**src/rtl/calc_alu_seq.sv**
```systemverilog
// rtl/calc_alu_seq.sv - multi-cycle add/sub/multiply/divide sequencer for the calculator datapath
module calc_alu_seq #(
    parameter int W   = 14,
    parameter int MAX = 9999
) (
    input  logic         clk,
    input  logic         resetn,
    input  logic         start,
    input  logic         clr,
    input  logic [1:0]   op,
    input  logic [W-1:0] a,
    input  logic [W-1:0] b,
    output logic         busy,
    output logic         done,
    output logic [W-1:0] result,
    output logic [W-1:0] rem,
    output logic         neg,
    output logic         err
);

    localparam int CW = $clog2(W + 1);
    localparam logic [W-1:0]   MAX_W  = W'(MAX);
    localparam logic [W:0]     MAX_W1 = (W + 1)'(MAX);
    localparam logic [2*W-1:0] MAX_W2 = (2 * W)'(MAX);

    localparam logic [1:0] OP_ADD = 2'b00;
    localparam logic [1:0] OP_SUB = 2'b01;
    localparam logic [1:0] OP_MUL = 2'b10;
    localparam logic [1:0] OP_DIV = 2'b11;

    typedef enum logic [1:0] {IDLE, EXEC, ITER, FIN} state_t;

    state_t         state, state_nxt;
    logic [W-1:0]   opa;      // operand a; doubles as dividend/quotient shift register
    logic [W-1:0]   opb;      // operand b; shifted right as the multiplier
    logic [1:0]     opc;
    logic [2*W-1:0] mcand;    // multiplicand, shifted left one place per step
    logic [2*W-1:0] acc;      // product accumulator
    logic [W:0]     rem_r;    // partial remainder
    logic [CW-1:0]  cnt;

    logic [W:0]     sum;
    logic           op_bad;
    logic           last;
    logic [2*W-1:0] prod_nxt;
    logic [W+1:0]   trial;
    logic [W:0]     diff;
    logic           fits;
    logic [W:0]     rem_nxt;
    logic [W-1:0]   quo_nxt;

    // Per-cycle arithmetic: add, one shift-add step, one restoring-divide step
    always_comb begin
        sum      = {1'b0, opa} + {1'b0, opb};
        op_bad   = (opa > MAX_W) || (opb > MAX_W);
        last     = (cnt == CW'(1));
        prod_nxt = acc + (opb[0] ? mcand : '0);
        trial    = {rem_r, opa[W-1]};
        fits     = (trial >= {2'b00, opb});
        diff     = trial[W:0] - {1'b0, opb};
        rem_nxt  = fits ? diff : trial[W:0];
        quo_nxt  = {opa[W-2:0], fits};
    end

    // State register
    always_ff @(posedge clk or negedge resetn) begin
        if (!resetn)
            state <= IDLE;
        else
            state <= state_nxt;
    end

    // Next-state logic; clr aborts from any state
    always_comb begin
        state_nxt = state;
        if (clr) begin
            state_nxt = IDLE;
        end else begin
            case (state)
                IDLE: if (start) state_nxt = EXEC;
                EXEC: begin
                    if (op_bad || opc == OP_ADD || opc == OP_SUB ||
                        (opc == OP_DIV && opb == '0))
                        state_nxt = FIN;
                    else
                        state_nxt = ITER;
                end
                ITER: if (last) state_nxt = FIN;
                FIN:  state_nxt = IDLE;
                default: state_nxt = IDLE;
            endcase
        end
    end

    // Status outputs decoded from state
    always_comb begin
        busy = (state == EXEC) || (state == ITER);
        done = (state == FIN);
    end

    // Operand latches, iteration datapath and held result registers
    always_ff @(posedge clk or negedge resetn) begin
        if (!resetn) begin
            opa <= '0; opb <= '0; opc <= '0;
            mcand <= '0; acc <= '0; rem_r <= '0; cnt <= '0;
            result <= '0; rem <= '0; neg <= 1'b0; err <= 1'b0;
        end else if (clr) begin
            opa <= '0; opb <= '0; opc <= '0;
            mcand <= '0; acc <= '0; rem_r <= '0; cnt <= '0;
            result <= '0; rem <= '0; neg <= 1'b0; err <= 1'b0;
        end else begin
            case (state)
                IDLE: begin
                    if (start) begin
                        opa    <= a;
                        opb    <= b;
                        opc    <= op;
                        mcand  <= {{W{1'b0}}, a};
                        acc    <= '0;
                        rem_r  <= '0;
                        result <= '0;
                        rem    <= '0;
                        neg    <= 1'b0;
                        err    <= 1'b0;
                    end
                end
                EXEC: begin
                    cnt <= CW'(W);
                    if (op_bad) begin
                        err <= 1'b1;
                    end else begin
                        case (opc)
                            OP_ADD: begin
                                result <= sum[W-1:0];
                                err    <= (sum > MAX_W1);
                            end
                            OP_SUB: begin
                                if (opa >= opb) begin
                                    result <= opa - opb;
                                end else begin
                                    result <= opb - opa;
                                    neg    <= 1'b1;
                                end
                            end
                            OP_DIV: if (opb == '0) err <= 1'b1;
                            default: ;
                        endcase
                    end
                end
                ITER: begin
                    cnt <= cnt - CW'(1);
                    if (opc == OP_MUL) begin
                        acc   <= prod_nxt;
                        mcand <= mcand << 1;
                        opb   <= opb >> 1;
                        if (last) begin
                            result <= prod_nxt[W-1:0];
                            // range check uses the full product, not the truncated field
                            err    <= (prod_nxt > MAX_W2);
                        end
                    end else begin
                        rem_r <= rem_nxt;
                        opa   <= quo_nxt;
                        if (last) begin
                            result <= quo_nxt;
                            rem    <= rem_nxt[W-1:0];
                        end
                    end
                end
                default: ;
            endcase
        end
    end

endmodule

```
**config.mk**
```make
export PLATFORM = sky130hd
export DESIGN_NAME = calc_alu_seq
export DESIGN_NICKNAME = d
export VERILOG_FILES = /design/src/rtl/calc_alu_seq.sv
export SDC_FILE = /design/constraint.sdc
export NUM_CORES = 1
export LEC_CHECK = 0
export BUFFER_PORTS_ARGS = -buffer_cell sky130_fd_sc_hd__buf_4
export CORE_MARGIN = 2
export CORE_UTILIZATION = 50
export DETAILED_ROUTE_END_ITERATION = 8
export PLACE_DENSITY = 0.7
export SLEW_MARGIN = 20
export SYNTH_ARGS = -nofsm -noshare
export SYNTH_HDL_FRONTEND = slang
export SYNTH_SLANG_ARGS = --single-unit
```
**constraint.sdc**
```tcl
create_clock -name clk -period 3.3 [get_ports clk]
set_clock_uncertainty 0.05 [all_clocks]
set_input_delay 0.66 -clock clk [delete_from_list [all_inputs] [get_ports clk]]
set_output_delay 0.66 -clock clk [all_outputs]
set_load 0.1 [all_outputs]
```
==> out/summary.txt, run 1 <==
Count leader, synth - dfrtp_1
CTS Hold Bufs - 0
VDD IR max - 933 uV
Final wirelength - 37300 um
Via-to-Cell Ratio - 6.14
Post-Syn Area - 10600 um^2
Max Cap Viol - 0
TritonCTS Sinks - 137
Final #Nets - 1569
Synthesis-stage register bit count - 137
Distinct cells, synth - 81
Setup TNS - -1.68 ns
CP Max Fanout - 6
Wire length per cell - 21.6 um
Clk root buf - clkbuf_16
Syn. warnings - 0
Synth top area share - 0.323
Worst skew pair latency - 0.43 ns
Final WS setup - -0.212 ns
Critical path buffer and inverter count - 4
Fmax - 285 MHz
HP Class - input pin to async pin
Failing checks - negative setup slack
Largest net degree at the start of global routing - 76
TritonCTS buffer count - 17
Die width - 150 um
Setup crit end kind - flop
Async set or reset register ratio after synthesis - 1.00
Reg-to-reg slack, setup - -0.21 ns
Post-DP HPWL - 27100 um
Synth cell count leaders - 137 x dfrtp_1, 111 x nand2_1, 93 x a21oi_1, 93 x ha_1, 82 x inv_1
Worst-path clk slew - 0.07 ns
Layout cell share with drive strength beyond 1 - 0.308
R2R Path Start - opb[0]
Period utilisation layout - 1.06
Crit path top cell by count - buf_6
Antenna violations before repair - 0
Clk buf depth - 2
CTS H-tree lvls - 4
Clock power share - 0.123
Most area-consuming cells after synthesis - dfrtp_1 32%, ha_1 11%, a21oi_1 4.4%
Slowest cell on crit path - dfrtp_2
Diodes inserted - 0
RD Place Congestion - 0.970
Worst Max-Slew Pin Slew - 0.749 ns
Final Core Density - 0.679
Syn Inst Count - 1214
Total GRT Usage - 0.329
Mean Syn Cell Area - 8.74 um^2
Worst reg2reg path depth - 16
Dominant synthesized flop cell - dfrtp_1
Drt drc - 0
Clock tree from TritonCTS - done
Combinational share of power - 0.727
Via count - 10.6k
Final min period - 3.51 ns
Switching power - 7.37 mW
Worst setup SP type - flop
Crit path max-delay family - compound AO/OA/AOI/OAI gates
Die area - 22400 um^2
Sw Ratio - 0.478
Vias in the first global route - 10.3k
Final Max Slew Viols - 0
Setup violations, final - 26
Final hold vios - 0
Rel. slew slack - 0.494
Part of the power in registers - 0.150
GRT overflow - 0
CP required - 3.56 ns
Arr. time, crit path - 3.77 ns
Status - finished with violations
First-pass DRT Iterations - 6
Initial Util - 0.506
First-pass GRT wire length - 56900 um
IO buf count - 65
Internal power - 8.04 mW
PD cells - 1080 nW/um^2
Post-synth EDFFs - 0
Site Rows - 53
Seq/Total Area, Yosys - 0.323
Lkg Pwr - 6.76 nW
CP max stage delay - 0.48 ns
Cell Chain, Critical Path - buf_6 -> buf_6 -> inv_4 -> ha_4 -> inv_2 -> fa_2 -> a21o_2 -> a221o_1 -> a21o_1 -> a21oi_2 -> nor3_2 -> or4_1 -> o211ai_1 -> xnor2_1 -> a22oi_1 -> o21ai_1
Crit Path Category - flop to flop
Die Ht - 150 um
P&R area growth vs syn - 34.1%
Dominant cell type by area after synthesis - dfrtp_1
RSZ-0062 raised after global routing - true
RR Endpoint - result[10]
Ports - 66
Number of nets still failing antenna checks after routing - 0
Initial detailed-routing violation count - 963
Syn_nets - 1346
Placeable Area - 21000 um^2
-- sequential cells by signal (all words and copies together), names as in the netlist, 2 cells and up --
register  count
mcand        28
result       14
acc          28
opa          14
cnt           4
state         2
rem_r        15
opb          14
rem          14
opc           2
-- routing by layer --
layer | track usage | vias up | part of all wire
li1 | - | 4879 | -
met5 | 0 | - | 0
met2 | 0.525 | 429 | 0.46
met4 | 0.111 | 0 | 0.031
met3 | 0.0482 | 73 | 0.068
met1 | 0.459 | 5216 | 0.44
-- power by group through the flow --
stage | clock network [mW] | registers [mW] | logic (mW)
5_1_grt | 1.97 | 2.35 | 11.8
4_1_cts | 1.91 | 2.29 | 9.40
6_report | 1.89 | 2.31 | 11.2
3_5_place_dp | 0 | 2.31 | 8.24
2_1_floorplan | 0 | 2.84 | 4.64
3_3_place_gp | 0 | 2.30 | 8.20
-- cell families (layout without fill, tap and decap cells) --
| kind of cell | count (synthesis) | count (layout) | share of synthesized area |
|---|---|---|---|
| multiplexers | 34 | 34 | 0.0328 |
| XOR/XNOR | 50 | 50 | 0.0413 |
| flip-flops | 137 | 137 | 0.323 |
| AND/OR/NAND/NOR | 331 | 331 | 0.150 |
| AO/OA/AOI/OAI | 413 | 413 | 0.277 |
| adder cells (fa/ha/maj) | 98 | 98 | 0.119 |
| buffers and inverters | 151 | 387 | 0.0567 |
-- how the worst max path moves through the flow --
stage	startpoint	end	slack (ns)	cells after the start
after detailed placement	opb[0]	err	-0.33	15
after floorplan	opb[0]	err	-0.003	16
after global placement	opb[0]	err	-0.28	15
after CTS	opb[0]	err	-0.14	13
after global routing	opb[0]	result[10]	-0.33	16
final	opb[0]	result[10]	-0.21	16
-- metrics by stage --
step / std cells / worst slack [ns] / hold slack (ns) / cell area [um^2] / power, mW
floorplan: 1214 / -0.00300 / 0.314 / 10600 / 7.47
global placement: 1664 / -0.283 / 0.416 / 12600 / 10.5
detailed placement: 1664 / -0.335 / 0.422 / 12600 / 10.6
CTS: 1709 / -0.143 / 0.184 / 13600 / 13.6
global route: 1725 / -0.331 / 0.212 / 14200 / 16.2
finish: 1725 / -0.212 / 0.150 / 14200 / 15.4
-- placed cells by master (no fill, tap or decap), types with 6 or more instances in the layout --
cell	synthesis	layout
mux2i_1	28	22
and3_1	9	7
a22o_1	40	40
a222oi_1	13	13
xor2_1	14	14
nor2b_1	20	17
a21o_1	22	22
nor3_1	27	20
a211oi_1	12	7
o21bai_1	9	8
ha_4	0	11
and2_1	29	25
clkbuf_16	0	19
nand3_1	16	13
nand4_1	7	7
o21ai_1	4	24
a21oi_2	1	15
inv_1	82	77
buf_6	2	17
a22oi_1	17	17
a221oi_1	14	13
o31ai_1	17	11
o31ai_2	2	6
a21oi_1	93	76
nor4_1	9	7
buf_4	1	249
nand2_1	111	109
ha_1	93	82
o21ai_2	1	7
nand2b_1	16	14
nor2_1	68	65
o21ai_0	74	46
dfrtp_1	137	134
xnor2_1	36	34
o211ai_1	9	9
o21a_1	14	14
-- what timing repair did --
item                                    in CTS  in global routing
endpoints found under the setup margin      34                 47
pin swaps                                   46                 59
buffers inserted                            12                 22
hold endpoints to repair                     0                  0
gates cloned                                 3                  0
gates resized for setup                     76                116
-- layout make-up --
class                      count  area (um^2)
multi-input combinational    926         7380
fill                        1679         6720
sequential                   137         3430
timing repair buffer         273         2200
clock buffer                  18          429
tap                          275          344
inverter                      82          314
clock inverter                14          135
Power figures use the tool's default switching activity.
==> run 2: changes to the inputs <==
PLACE_DENSITY = 0.68   (was 0.7)
SKIP_CTS_REPAIR_TIMING = 1   (was default)
clock period = 4.35 ns   (was 3.3 ns; I/O delays follow)
==> out/summary.txt, run 2 (same netlist as run 1, synthesis figures left out) <==
TritonCTS buffer count - 17 (unchanged)
Setup WS pre-CTS - 0.318 ns (+0.652 ns)
HP Class - input pin to async pin
Arr. time, crit path - 4.42 ns (+0.65 ns)
Post-DP HPWL - 24300 um (-10%)
Initial detailed-routing violation count - 799 (-17%)
Fmax - 239 MHz (-16%)
CP Max Fanout - 31 (+25)
Via-to-Cell Ratio - 6.26 (+1.9%)
Lkg Pwr - 5.68 nW (-16%)
Period utilisation layout - 0.961 (-0.104)
Final Core Density - 0.573 (-0.106)
CP max stage delay - 0.54 ns (+0.06 ns)
Inst Count DP - 1511 (-9.2%)
Antenna violations before repair - 0 (unchanged)
Status - finished clean
Worst-path clk slew - 0.06 ns (about the same)
Post-Layout Cell Count - 1543 (-11%)
Worst Max-Slew Pin Slew - 0.991 ns (+0.242 ns)
Vias in the first global route - 9249 (-10%)
Setup crit end kind - flop
Crit Path Category - flop to flop
First-pass DRT Iterations - 5 (-1)
CTS H-tree lvls - 4 (unchanged)
VDD IR max - 541 uV (-42%)
Final wirelength - 32800 um (-12%)
Seq. cell area - 3430 um^2 (-0.11%)
R2R Path Start - opb[0]
Die Ht - 150 um (unchanged)
RSZ-0062 raised after global routing - false
Total GRT Usage - 0.293 (-0.0361)
Final #Nets - 1387 (-12%)
Worst reg2reg path depth - 15 (-1)
Placeable Area - 21000 um^2 (unchanged)
Pwr Total - 8.66 mW (-44%)
Final min period - 4.18 ns (+0.667 ns)
Number of nets still failing antenna checks after routing - 0 (unchanged)
Rel. slew slack - 0.334 (-0.160)
Drt drc - 0 (unchanged)
Layout cell share with drive strength beyond 1 - 0.124 (-0.184)
Worst setup SP type - flop
Slowest cell on crit path - nor4_1
TritonCTS Sinks - 137 (unchanged)
Non-Filler Cell Area, Final - 12000 um^2 (-16%)
CP required - 4.59 ns (+1.03 ns)
Worst skew pair latency - 0.44 ns (about the same)
Site Rows - 53 (unchanged)
Largest net degree at the start of global routing - 138 (+82%)
Max Cap Viol - 0 (unchanged)
Multi-input gate area - 6620 um^2 (-10%)
Final WS setup - 0.171 ns (+0.383 ns)
Ports - 66 (unchanged)
Die width - 150 um (unchanged)
Hold Slack - 0.414 ns (+0.264 ns)
RD Place Congestion - 1.01 (+3.8%)
Final Max Slew Viols - 0 (unchanged)
Clk root buf - clkbuf_16
GRT overflow - 0 (unchanged)
IO buf count - 65 (unchanged)
Clock tree from TritonCTS - done
Cell Chain, Critical Path - buf_4 -> and2_1 -> ha_1 -> inv_1 -> fa_1 -> nor2b_1 -> o31a_1 -> o31ai_1 -> o2111a_1 -> nor3_1 -> a21oi_1 -> xnor2_1 -> nor4_1 -> and3_1 -> o31ai_2
Setup TNS - 0 ns (+1.68 ns)
RR Endpoint - err
Commonest non-fill, non-tap cell in the layout - dfrtp_1
Top Registers - acc (28), mcand (28), rem_r (15)
Setup violations, final - 0 (-100%)
PD cells - 721 nW/um^2 (-33%)
Layout filler cell count - 1918 (+14%)
Final hold vios - 0 (unchanged)
Diodes inserted - 0 (unchanged)
Clk buf depth - 2 (unchanged)
P&R area growth vs syn - 13.1%
Placed inst area - 11400 um^2 (-9.4%)
First-pass GRT wire length - 50900 um (-11%)
Reg-to-reg slack, setup - 0.17 ns (+0.38 ns)
Via count - 9656 (-8.9%)
Die area - 22400 um^2 (unchanged)
Most frequent cells in the layout - 137 x dfrtp_1, 111 x nand2_1, 93 x a21oi_1, 93 x ha_1, 89 x buf_4
Wire length per cell - 21.2 um (-1.9%)
Initial Util - 0.506 (unchanged)
run 2: cell types whose count changed in the layout (fill, tap and decap cells not counted), sizes merged:
cell,delta
bufinv,+1
clkinv,-4
inv,+4
buf,-180
clkinvlp,-3
run 2: power by group:
part,switching (mW),internal (mW)
Sequential,0.313,1.52
Combinational,3.46,1.83
Clock,0.639,0.894
Total,4.41,4.24
run 2: how the worst max path moves through the flow:
stage,from,endpoint,cells past startpoint
2_1_floorplan,opb[0],err,15
3_3_place_gp,opb[0],err,13
3_5_place_dp,opb[0],err,13
4_1_cts,opb[0],err,15
5_1_grt,opb[0],err,13
6_report,opb[0],err,15
run 2: area by class of cell:
| class | instances | area share |
|---|---|---|
| well taps | 275 | 0.0287 |
| flip-flops and latches | 137 | 0.286 |
| multi-input cells | 926 | 0.551 |
| repair buffers | 91 | 0.0583 |
| clock inverters | 12 | 0.0124 |
| inverters | 82 | 0.0256 |
| clock buffers | 20 | 0.0381 |
run 2: routing by layer:
metal	track usage	part of all wire	vias up
li1	-	-	4527
met1	0.413	0.46	4714
met2	0.455	0.44	339
met3	0.0454	0.065	76
met4	0.110	0.033	0
met5	0	0	-
run 2: worst max-delay path, delay by kind of cell, from the launching register on:
kind	cells	cell delay [ns]
simple gates	5	1.56
xor+xnor	1	0.16
buf+inv	2	0.39
compound gates	5	0.88
flops	1	0.40
fa+ha+maj	2	0.58
